File: config.mk
export PLATFORM = sky130hd
export DESIGN_NAME = lsu
export DESIGN_NICKNAME = d
export VERILOG_FILES = /design/src/rtl/lsu.sv
export SDC_FILE = /design/constraint.sdc
export NUM_CORES = 1
export LEC_CHECK = 0
export ABC_AREA = 1
export ABC_CLOCK_PERIOD_IN_PS = 4950
export CAP_MARGIN = 20
export CORE_MARGIN = 1
export CORE_UTILIZATION = 51
export CTS_BUF_LIST = sky130_fd_sc_hd__clkbuf_16
export DETAILED_ROUTE_END_ITERATION = 7
export GPL_TIMING_DRIVEN = 1
export PLACE_DENSITY_LB_ADDON = 0.08
export SYNTH_ARGS = -nofsm -noshare
export SYNTH_HDL_FRONTEND = slang
export SYNTH_SLANG_ARGS = --single-unit
File: constraint.sdc
create_clock -name clk_i -period 4.95 [get_ports clk_i]
set_input_delay 0.7425 -clock clk_i [delete_from_list [all_inputs] [get_ports clk_i]]
set_output_delay 0.7425 -clock clk_i [all_outputs]
set_load 0.03 [all_outputs]
File: src/rtl/lsu.sv
// Load/store unit: one aligned data-memory transaction per request; accept-to-done 3 cycles minimum,
// 1 cycle for misaligned/illegal. Holds the request on the bus until grant; waits indefinitely for rvalid.
module lsu #(
  parameter int XLEN   = 64,
  parameter int DATA_W = 64,
  parameter int STRB_W = 8
) (
  input  logic              clk_i,
  input  logic              rst_n_i,
  input  logic              lsu_req_i,
  input  logic              lsu_we_i,
  input  logic [2:0]        lsu_funct3_i,
  input  logic [XLEN-1:0]   lsu_addr_i,
  input  logic [XLEN-1:0]   lsu_wdata_i,
  output logic              lsu_busy_o,
  output logic              lsu_done_o,
  output logic [XLEN-1:0]   lsu_rdata_o,
  output logic              lsu_misalign_o,
  output logic              mem_req_o,
  input  logic              mem_gnt_i,
  output logic              mem_we_o,
  output logic [XLEN-1:0]   mem_addr_o,
  output logic [STRB_W-1:0] mem_wstrb_o,
  output logic [DATA_W-1:0] mem_wdata_o,
  input  logic              mem_rvalid_i,
  input  logic [DATA_W-1:0] mem_rdata_i
);

  typedef enum logic [1:0] {IDLE, REQ, WAIT, DONE} state_t;

  state_t            state_q, state_d;
  logic              we_q, we_d;
  logic [2:0]        funct3_q, funct3_d;
  logic [XLEN-1:0]   addr_q, addr_d;
  logic [XLEN-1:0]   wdata_q, wdata_d;
  logic [XLEN-1:0]   rdata_q, rdata_d;
  logic              misalign_q, misalign_d;

  logic              aligned_in;
  logic [2:0]        off;
  logic [STRB_W-1:0] strb;
  logic [DATA_W-1:0] lane;
  logic [XLEN-1:0]   ext;
  logic              in_req;

  assign off = addr_q[2:0];

  // funct3 111 is treated exactly like a misaligned access
  always_comb begin
    aligned_in = 1'b0;
    case (lsu_funct3_i)
      3'b000, 3'b100: aligned_in = 1'b1;
      3'b001, 3'b101: aligned_in = ~lsu_addr_i[0];
      3'b010, 3'b110: aligned_in = (lsu_addr_i[1:0] == 2'b00);
      3'b011:         aligned_in = (lsu_addr_i[2:0] == 3'b000);
      default:        aligned_in = 1'b0;
    endcase
  end

  always_comb begin
    strb = '0;
    case (funct3_q[1:0])
      2'b00:   strb = STRB_W'(8'h01) << off;
      2'b01:   strb = STRB_W'(8'h03) << off;
      2'b10:   strb = STRB_W'(8'h0F) << off;
      default: strb = '1;
    endcase
  end

  always_comb begin
    lane = mem_rdata_i >> {off, 3'b000};
    ext  = lane;
    case (funct3_q)
      3'b000:  ext = {{(XLEN-8){lane[7]}},   lane[7:0]};
      3'b001:  ext = {{(XLEN-16){lane[15]}}, lane[15:0]};
      3'b010:  ext = {{(XLEN-32){lane[31]}}, lane[31:0]};
      3'b100:  ext = {{(XLEN-8){1'b0}},      lane[7:0]};
      3'b101:  ext = {{(XLEN-16){1'b0}},     lane[15:0]};
      3'b110:  ext = {{(XLEN-32){1'b0}},     lane[31:0]};
      default: ext = lane;
    endcase
  end

  always_comb begin
    state_d    = state_q;
    we_d       = we_q;
    funct3_d   = funct3_q;
    addr_d     = addr_q;
    wdata_d    = wdata_q;
    rdata_d    = rdata_q;
    misalign_d = misalign_q;
    case (state_q)
      IDLE: if (lsu_req_i) begin
        we_d       = lsu_we_i;
        funct3_d   = lsu_funct3_i;
        addr_d     = lsu_addr_i;
        wdata_d    = lsu_wdata_i;
        rdata_d    = '0;
        misalign_d = ~aligned_in;
        state_d    = aligned_in ? REQ : DONE;
      end
      REQ:  if (mem_gnt_i) state_d = WAIT;
      WAIT: if (mem_rvalid_i) begin
        rdata_d = we_q ? '0 : ext;
        state_d = DONE;
      end
      default: state_d = IDLE;
    endcase
  end

  always_ff @(posedge clk_i or negedge rst_n_i) begin
    if (!rst_n_i) begin
      state_q    <= IDLE;
      we_q       <= 1'b0;
      funct3_q   <= '0;
      addr_q     <= '0;
      wdata_q    <= '0;
      rdata_q    <= '0;
      misalign_q <= 1'b0;
    end else begin
      state_q    <= state_d;
      we_q       <= we_d;
      funct3_q   <= funct3_d;
      addr_q     <= addr_d;
      wdata_q    <= wdata_d;
      rdata_q    <= rdata_d;
      misalign_q <= misalign_d;
    end
  end

  assign in_req         = (state_q == REQ);
  assign lsu_busy_o     = (state_q != IDLE);
  assign lsu_done_o     = (state_q == DONE);
  assign lsu_rdata_o    = lsu_done_o ? rdata_q : '0;
  assign lsu_misalign_o = lsu_done_o & misalign_q;
  assign mem_req_o      = in_req;
  assign mem_we_o       = in_req & we_q;
  assign mem_addr_o     = in_req ? {addr_q[XLEN-1:3], 3'b000} : '0;
  assign mem_wstrb_o    = (in_req && we_q) ? strb : '0;
  assign mem_wdata_o    = (in_req && we_q) ? (wdata_q << {off, 3'b000}) : '0;

endmodule

Word-level counts from Yosys, hierarchy flattened. Cells that the tools add are included. W data, S select, Z words.

Input port bits: 201. Register bits after elaboration: 199. Output and inout bits: 205. Logic and storage cells: 66.

Bitwise operators: 4. Multiplexer cells: 16. Reduce and logical (&&, ||, !) cells: 15. Shift-type cells: 5. Equal/unequal tests: 19.

Operator list (number): $mux W64 (6); $pmux W64 S6 (1); $pmux W64 S2 (1); $shl A64 B6 Y64 (1); $shr A64 B6 Y64 (1); $pmux W8 S3 (1); $eq A3 B3 Y1 const B (6); $eq A3 B2 Y1 const B (3); $logic_not A3 Y1 (3); $mux W2 (4); $mux W8 (1); $shl A1 B3 Y8 const A (1); $shl A2 B3 Y8 const A (1); $shl A4 B3 Y8 const A (1); $eq A2 B2 Y1 const B (3); $eq A3 B1 Y1 const B (2); $logic_not A2 Y1 (3); $ne A2 B2 Y1 const B (3); $pmux W2 S3 (1); $reduce_and A3 Y1 (2); $reduce_or A2 Y1 (3); $eq A2 B1 Y1 const B (2); $pmux W1 S4 (1); $reduce_bool A2 Y1 (2); other kinds (4) (6).

Longest topological paths before layout. Gate-level depths: netlist of run 1.

Word-level depth: 6. Gate-level depth with buffers: 14. Gate-level depth less buffers: 13.

Worst setup path after synthesis of run 1. Ideal clock, no wire load.

Path type: register to output. Start: register state_q[1]. End: output mem_wdata_o[38]. Required time: 4208 ps. Arrival: 2269 ps. Stages on the path, launching flop included: 9. Path slack: 1938 ps. Path buffers: 2. Cell sequence: dfrtp_1 -> inv_1 -> ha_1 -> buf_2 -> nand2_1 -> nor2_1 -> nand2_1 -> buf_2 -> o21ai_0.

Word-level cells in the longest chain between the ends: 3.

Ends and longest elaborated chain: start, declared (RTL line 31) `state_t state_q, state_d;`; start signal, assigned (RTL line 121) `state_q <= state_d;`; $eq A2 B1 Y1 (RTL line 131) `assign in_req = (state_q == REQ);`; named net mem_req_o (RTL line 19) `output logic mem_req_o,`; $logic_and A1 B1 Y1 (RTL line 140) `assign mem_wdata_o = (in_req && we_q) ? (wdata_q << {off, 3'b000}) : '0;`; $mux W64 (RTL line 140); end, declared (RTL line 24) `output logic [DATA_W-1:0] mem_wdata_o,`.

The timed path passes the listed nets, and every way through them passes these cells.

Worst setup path in the final report of run 1.
Start: register addr_q[0]. End: output mem_wdata_o[51].

Word-level cells in the longest chain between the ends: 2.

Ends and longest elaborated chain: start, declared (RTL line 34) `logic [XLEN-1:0] addr_q, addr_d;`; start signal, assigned (RTL line 124) `addr_q <= addr_d;`; $shl A64 B6 Y64 (RTL line 140); $mux W64 (RTL line 140).

Every way passes these cells.

==> results.ini, run 1 <==
[outcome]
status=completed

[cts]
hold_buffers=0
clk_latency_ns=0.45
cts.sinks=199
root_buffer=clkbuf_16
cts_resized=0
cts.htree.levels=4
cts_post_setup_buffers_inserted=0
numCtsBuffers=17
cts_tree=built
cts_buffer_depth=2
clk_pin_slew_worst_paths_ns=0.09

[sta]
setup_viol=0
hold_ws_ns=0.405
clock_skew_ns=0.0172
fmax_mhz=233
maxSlewViolCount=0
maxSlewHeadroom_pct=28.3
final.setup.worst_slack_ns=0.651
finalCritPeriodShare_pct=86.9
worst_pin_slew_ns=1.07
setup_tns_ns=0
hold_violations=0
period_needed_ns=4.30
rsz0062_at_grt=no

[floorplan]
core_region_area_um2=23700
ioPinCount=406
start_util_pct=52.3
die_w_um=158
rows=56
die_y_um=158
dieArea_um2=24900

[worst_setup_path]
cp_data_arrival_time_ns=3.56
crit_type=flop to output port
cp_slowest_cell=clkdlybuf4s50_1
rr_worst_depth=6
worstSetupStartpointType=flop
cpMostUsedCell=nand2_1
slowest_delay_ns=0.73
worstSetupEndpointType=output port
cpLargestDelayFamily=buffers and inverters
path_buf_inv=2
r2r_end=rdata_q[5]
r2r_slack_ns=1.70
crit_fanout=38
worst-endpoint-required_ns=4.21
worst_r2r_startpoint=addr_q[0]
crit_chain=inv_2 -> nand2_1 -> o22ai_1 -> nand2_1 -> a31oi_1 -> clkdlybuf4s50_1

[grt]
grt_usage_pct=38.3
grt_max_degree=108
first_global_vias=13300
grt_pass1_wl_um=72300
grt_overflow_total=0
grt_antenna_before_repair=0

[synth]
syn_inst=1929
synth_cell_types=38
muxShareOfSynthArea_pct=0.889
ys_seq_area_share_pct=40.2
synthFlopType=dfrtp_1
synth_edf_count=0
synth-adder-area-share_pct=1.01
synth_compound_area_share_pct=13.2
async_flop_share_pct=100
ys_warn_count=0
synth_top_family_by_area=simple AND/OR/NAND/NOR gates
synth-simple-area-share_pct=32.5
syn_area_um2=12400
synth_xor_area_share_pct=0
syn_area_per_cell_um2=6.42
ys_ff_latch=199

[detailed_routing]
vias_per_cell=5.43
wl_um=47900
wl_per_cell_um=18.6
drt_iter0_drc=1346
antenna_left=0
dr.pass1.iters=8
drc=0
vias=14000

[placement]
dpl_worst_slack_ns=1.16
port_buffers=402
dpl-instance-area_um2=16400
dp_hpwl_um=35100
routabilityCongestion=1.00

[layout]
final_area_um2=17000
area_growth_pct=37.3
drive_gt1_share_pct=3.98
final_nets=2461

[run]
maxCapViolCount=0

[min_path]
hold_path.class=primary input to async pin

[power]
peakVddDrop_mv=0.342
powerDensity_nw_per_um2=615
leakagePower_uw=0.00920

==> state kept, by name, indices dropped and copies added (netlist names) <==
name,flops
addr_q,64
funct3_q,3
misalign_q,1
rdata_q,64
state_q,2
wdata_q,64
we_q,1
==> metrics by stage <==
stage	instances	utilization, %	total power, uW
detailed placement	2550	69.1	8780
CTS	2582	71.8	10300
global route	2582	71.8	11100
global placement	2550	69.1	8670
finish	2583	71.8	10500
floorplan	1931	-	6780
==> how the worst max path moves through the flow <==
stage | from | end | slack, ns | cells after the start
floorplan | state_q[1] | mem_wdata_o[38] | 1.94 | 8
global placement | addr_q[0] | mem_wdata_o[51] | 1.26 | 6
detailed placement | state_q[1] | mem_wdata_o[5] | 1.16 | 7
CTS | state_q[1] | mem_wdata_o[5] | 0.65 | 7
global route | state_q[1] | mem_wdata_o[3] | 0.48 | 7
finish | addr_q[0] | mem_wdata_o[51] | 0.65 | 6
==> power breakdown <==
| part | total [uW] | leakage [uW] | switching, uW | internal (uW) |
|---|---|---|---|---|
| Clock | 1530 | 0.000308 | 813 | 718 |
| Sequential | 2900 | 0.00256 | 535 | 2360 |
| Combinational | 6040 | 0.00634 | 4170 | 1870 |
| Total | 10500 | 0.00920 | 5520 | 4950 |
==> cell families after synthesis <==
logic type / after synthesis
other: 1
and+or+nand+nor: 1051
buffers and inverters: 362
muxes: 11
DFF: 199
AOI/OAI and AO/OA: 295
adders and majority gates: 10
==> cell usage after synthesis (all sizes together) (9+ instances only) <==
| master | number | area, um^2 |
|---|---|---|
| o21a | 9 | 67.6 |
| o22ai | 33 | 206 |
| o21ai | 186 | 935 |
| dfrtp | 199 | 4980 |
| mux2i | 11 | 110 |
| ha | 10 | 125 |
| buf | 63 | 387 |
| clkbuf | 56 | 210 |
| a21oi | 32 | 160 |
| inv | 240 | 901 |
| nor2 | 101 | 387 |
| nand2 | 912 | 3440 |
| nand3 | 32 | 165 |
| o211ai | 15 | 113 |
==> layout make-up <==
| cell class | count | area (um^2) |
|---|---|---|
| Fill cell | 1986 | 6670 |
| Multi-Input combinational cell | 1370 | 5930 |
| Sequential cell | 199 | 4980 |
| Timing Repair Buffer | 419 | 4140 |
| Inverter | 243 | 915 |
| Clock buffer | 17 | 425 |
| Tap cell | 319 | 399 |
| Clock inverter | 15 | 223 |
| Antenna cell | 1 | 2.50 |
==> cell usage in the layout, fill, tap and decap left out, types with 3 or more instances in the layout <==
cell / n
o211ai_1: 15
a21oi_1: 32
nand2_1: 906
clkinv_1: 3
ha_1: 8
inv_1: 235
nand3_1: 31
clkdlybuf4s50_1: 383
nor2_1: 98
conb_1: 3
or2_2: 3
o22ai_1: 33
inv_12: 4
mux2i_1: 11
buf_4: 33
o221ai_1: 6
nand2_2: 4
inv_2: 4
dfrtp_1: 198
o21ai_0: 177
o21a_1: 9
o21ai_1: 8
clkbuf_16: 17
a31oi_1: 7
clkinv_8: 5
==> routing by layer <==
layer  track usage (%)  share of wire [%]  vias to the layer above
met3              7.39                8.7                      197
met4              24.7                6.4                        0
met1              45.7                 37                     6476
met5                 0                  0                        -
li1                  -                  -                     6537
met2              63.5                 47                      826
(Power assumes the default switching activity.)
==> inputs of run 2 (changes only) <==
--- a/config.mk
+++ b/config.mk
@@ -8,12 +8,15 @@
 export ABC_AREA = 1
 export ABC_CLOCK_PERIOD_IN_PS = 4950
 export CAP_MARGIN = 20
+export CORE_ASPECT_RATIO = 1.1
 export CORE_MARGIN = 1
 export CORE_UTILIZATION = 51
 export CTS_BUF_LIST = sky130_fd_sc_hd__clkbuf_16
+export CTS_CLUSTER_SIZE = 24
 export DETAILED_ROUTE_END_ITERATION = 7
 export GPL_TIMING_DRIVEN = 1
 export PLACE_DENSITY_LB_ADDON = 0.08
+export REMOVE_ABC_BUFFERS = 1
 export SYNTH_ARGS = -nofsm -noshare
 export SYNTH_HDL_FRONTEND = slang
 export SYNTH_SLANG_ARGS = --single-unit
==> run 2 against run 1 <==
Total power decreased by 2.5%. Cell count down 0.31%. Sequential power down 1%. Clock-buffer cell count is the same. Routed wire length fell by 7.8%. Critical path depth is the same. Combinational power shrank 2%. Fmax hardly changed. Die area about the same. First-iteration DRC count shrank 1.2%. Clock skew decreased by 0.0044 ns. Global-route usage down 2.8 points. Critical endpoint is now mem_wdata_o[54]. Largest power group unchanged.
==> results.ini, run 2 (synthesis gave the netlist of run 1 again) <==
[grt]
grt_antenna_before_repair=2  ; was 0
use_met2_pct=60.5  ; was 63.5%
grt_overflow_total=0  ; unchanged
grt_usage_pct=35.5  ; was 38.3%
use_met1_pct=41.3  ; was 45.7%
grt_max_degree=107  ; was 108
use_met3_pct=8.24  ; was 7.39%
first_global_vias=13000  ; was 13.3k
busiest_layer=met2  ; unchanged
grt_pass1_wl_um=68000  ; was 72,300 um

[sta]
clock_skew_ns=0.0127  ; was 0.0172 ns
finalCritPeriodShare_pct=86.9  ; about the same
setup_viol=0  ; unchanged
period_needed_ns=4.30  ; about the same
rsz0062_at_grt=no  ; unchanged
hold_violations=0  ; unchanged
maxSlewViolCount=0  ; unchanged
maxSlewHeadroom_pct=27.8  ; was 28.3%
worst_pin_slew_ns=1.08  ; was 1.07 ns
final.setup.worst_slack_ns=0.650  ; was 0.651 ns
fmax_mhz=233  ; about the same

[worst_setup_path]
worstSetupEndpointType=output port  ; unchanged
crit_fanout=43  ; was 38
worstSetupStartpointType=flop  ; unchanged
cp_data_arrival_time_ns=3.56  ; about the same
crit_type=flop to output port  ; unchanged
worst-endpoint-required_ns=4.21  ; about the same

[placement]
dp_hpwl_um=30500  ; was 35,100 um
dpl-instance-area_um2=16500  ; was 16,400 um^2
routabilityCongestion=0.967  ; was 1.00
port_buffers=402  ; unchanged
dpl_worst_slack_ns=1.11  ; was 1.16 ns

[cts]
cts.htree.levels=4  ; unchanged
cts.sinks=199  ; unchanged
clk_latency_ns=0.44  ; was 0.45 ns
cts_resized=0  ; unchanged
clk_pin_slew_worst_paths_ns=0.08  ; was 0.09 ns
cts_tree=built  ; unchanged
numCtsBuffers=17  ; unchanged
root_buffer=clkbuf_16  ; unchanged
cts_buffer_depth=2  ; unchanged
cts_post_setup_buffers_inserted=0  ; unchanged
hold_buffers=0  ; unchanged

[run]
maxCapViolCount=0  ; unchanged

[power]
leakagePower_uw=0.00924  ; was 0.00920 uW
powerDensity_nw_per_um2=597  ; was 615 nW/um^2
peakVddDrop_mv=0.361  ; was 0.342 mV

[floorplan]
core_region_area_um2=23800  ; was 23,700 um^2
rows=59  ; was 56
die_y_um=165  ; was 158 um
die_w_um=151  ; was 158 um
ioPinCount=406  ; unchanged
dieArea_um2=24900  ; about the same
start_util_pct=52.1  ; was 52.3%

[detailed_routing]
vias=13800  ; was 14.0k
dr.pass1.iters=6  ; was 8
wl_um=44200  ; was 47,900 um
antenna_left=0  ; unchanged
vias_per_cell=5.35  ; was 5.43
wl_per_cell_um=17.2  ; was 18.6 um
drt_iter0_drc=1330  ; was 1,346
drc=0  ; unchanged

[layout]
drive_gt1_share_pct=4.37  ; was 3.98%
fin_util_pct=71.8  ; about the same
final_area_um2=17100  ; was 17,000 um^2
area_growth_pct=37.8  ; was 37.3%
layout_commonest_cell=nand2_1  ; unchanged
final_nets=2467  ; was 2,461
final_cell_mix=nand2_1, clkdlybuf4s50_1, inv_1  ; unchanged
reg_top3=addr_q x64, rdata_q x64, wdata_q x64  ; unchanged

[min_path]
hold_path.class=primary input to async pin  ; unchanged

[outcome]
status=completed  ; unchanged

==> run 2: worst max-delay path, stage by stage, from the launching register on <==
cell and delay [ns]:
dfrtp_4 0.65, inv_2 0.41, nand2_1 0.66, o22ai_1 0.44
a21oi_1 0.11, nor2_1 0.15, clkdlybuf4s50_1 0.69
==> run 2: layout make-up <==
type                       instances  area [um^2]
tap                              305          382
multi-input combinational       1370         5930
fill                            1987         6690
clock buffer                      17          425
sequential                       199         4990
inverter                         243          915
antenna                            2         5.00
clock inverter                    14          161
timing repair buffer             425         4270
==> run 2: path summary, 6_finish.rpt <==
check | cells past startpoint | start | endpoint | slack [ns]
max in group asynchronous | 2 | rst_n_i | addr_q[0] | 3.27
min in group clk_i | 2 | rdata_q[35] | rdata_q[35] | 0.48
setup / recovery | 6 | addr_q[0] | mem_wdata_o[54] | 0.65
hold / removal | 1 | rst_n_i | rdata_q[53] | 0.40
hold reg to reg | 2 | rdata_q[35] | rdata_q[35] | 0.48
setup reg to reg | 8 | addr_q[0] | rdata_q[63] | 1.81
==> run 2: routing by layer <==
metal	share of wire, %	vias to the layer above	routed length, um
met5	0	-	0
met1	36	6274	16100
li1	-	6536	-
met2	48	799	21200
met4	5.3	0	2350
met3	10	161	4630
==> run 2: stage by stage <==
| stage | std cells | TNS, ns | hold WS, ns | total power (uW) |
|---|---|---|---|---|
| floorplan | 1812 | -39.90 | 0.441 | 6540 |
| global placement | 2541 | 0 | 0.462 | 8480 |
| detailed placement | 2541 | 0 | 0.465 | 8610 |
| CTS | 2572 | 0 | 0.436 | 10100 |
| global route | 2575 | 0 | 0.458 | 10900 |
| finish | 2575 | 0 | 0.399 | 10200 |
==> run 2: report_power, final <==
group / internal (uW) / switching (uW) / total [uW] / leakage [uW]
Clock: 759 / 693 / 1450 / 0.000286
Combinational: 1930 / 3950 / 5890 / 0.00640
Sequential: 2360 / 501 / 2860 / 0.00255
Total: 5060 / 5150 / 10200 / 0.00924
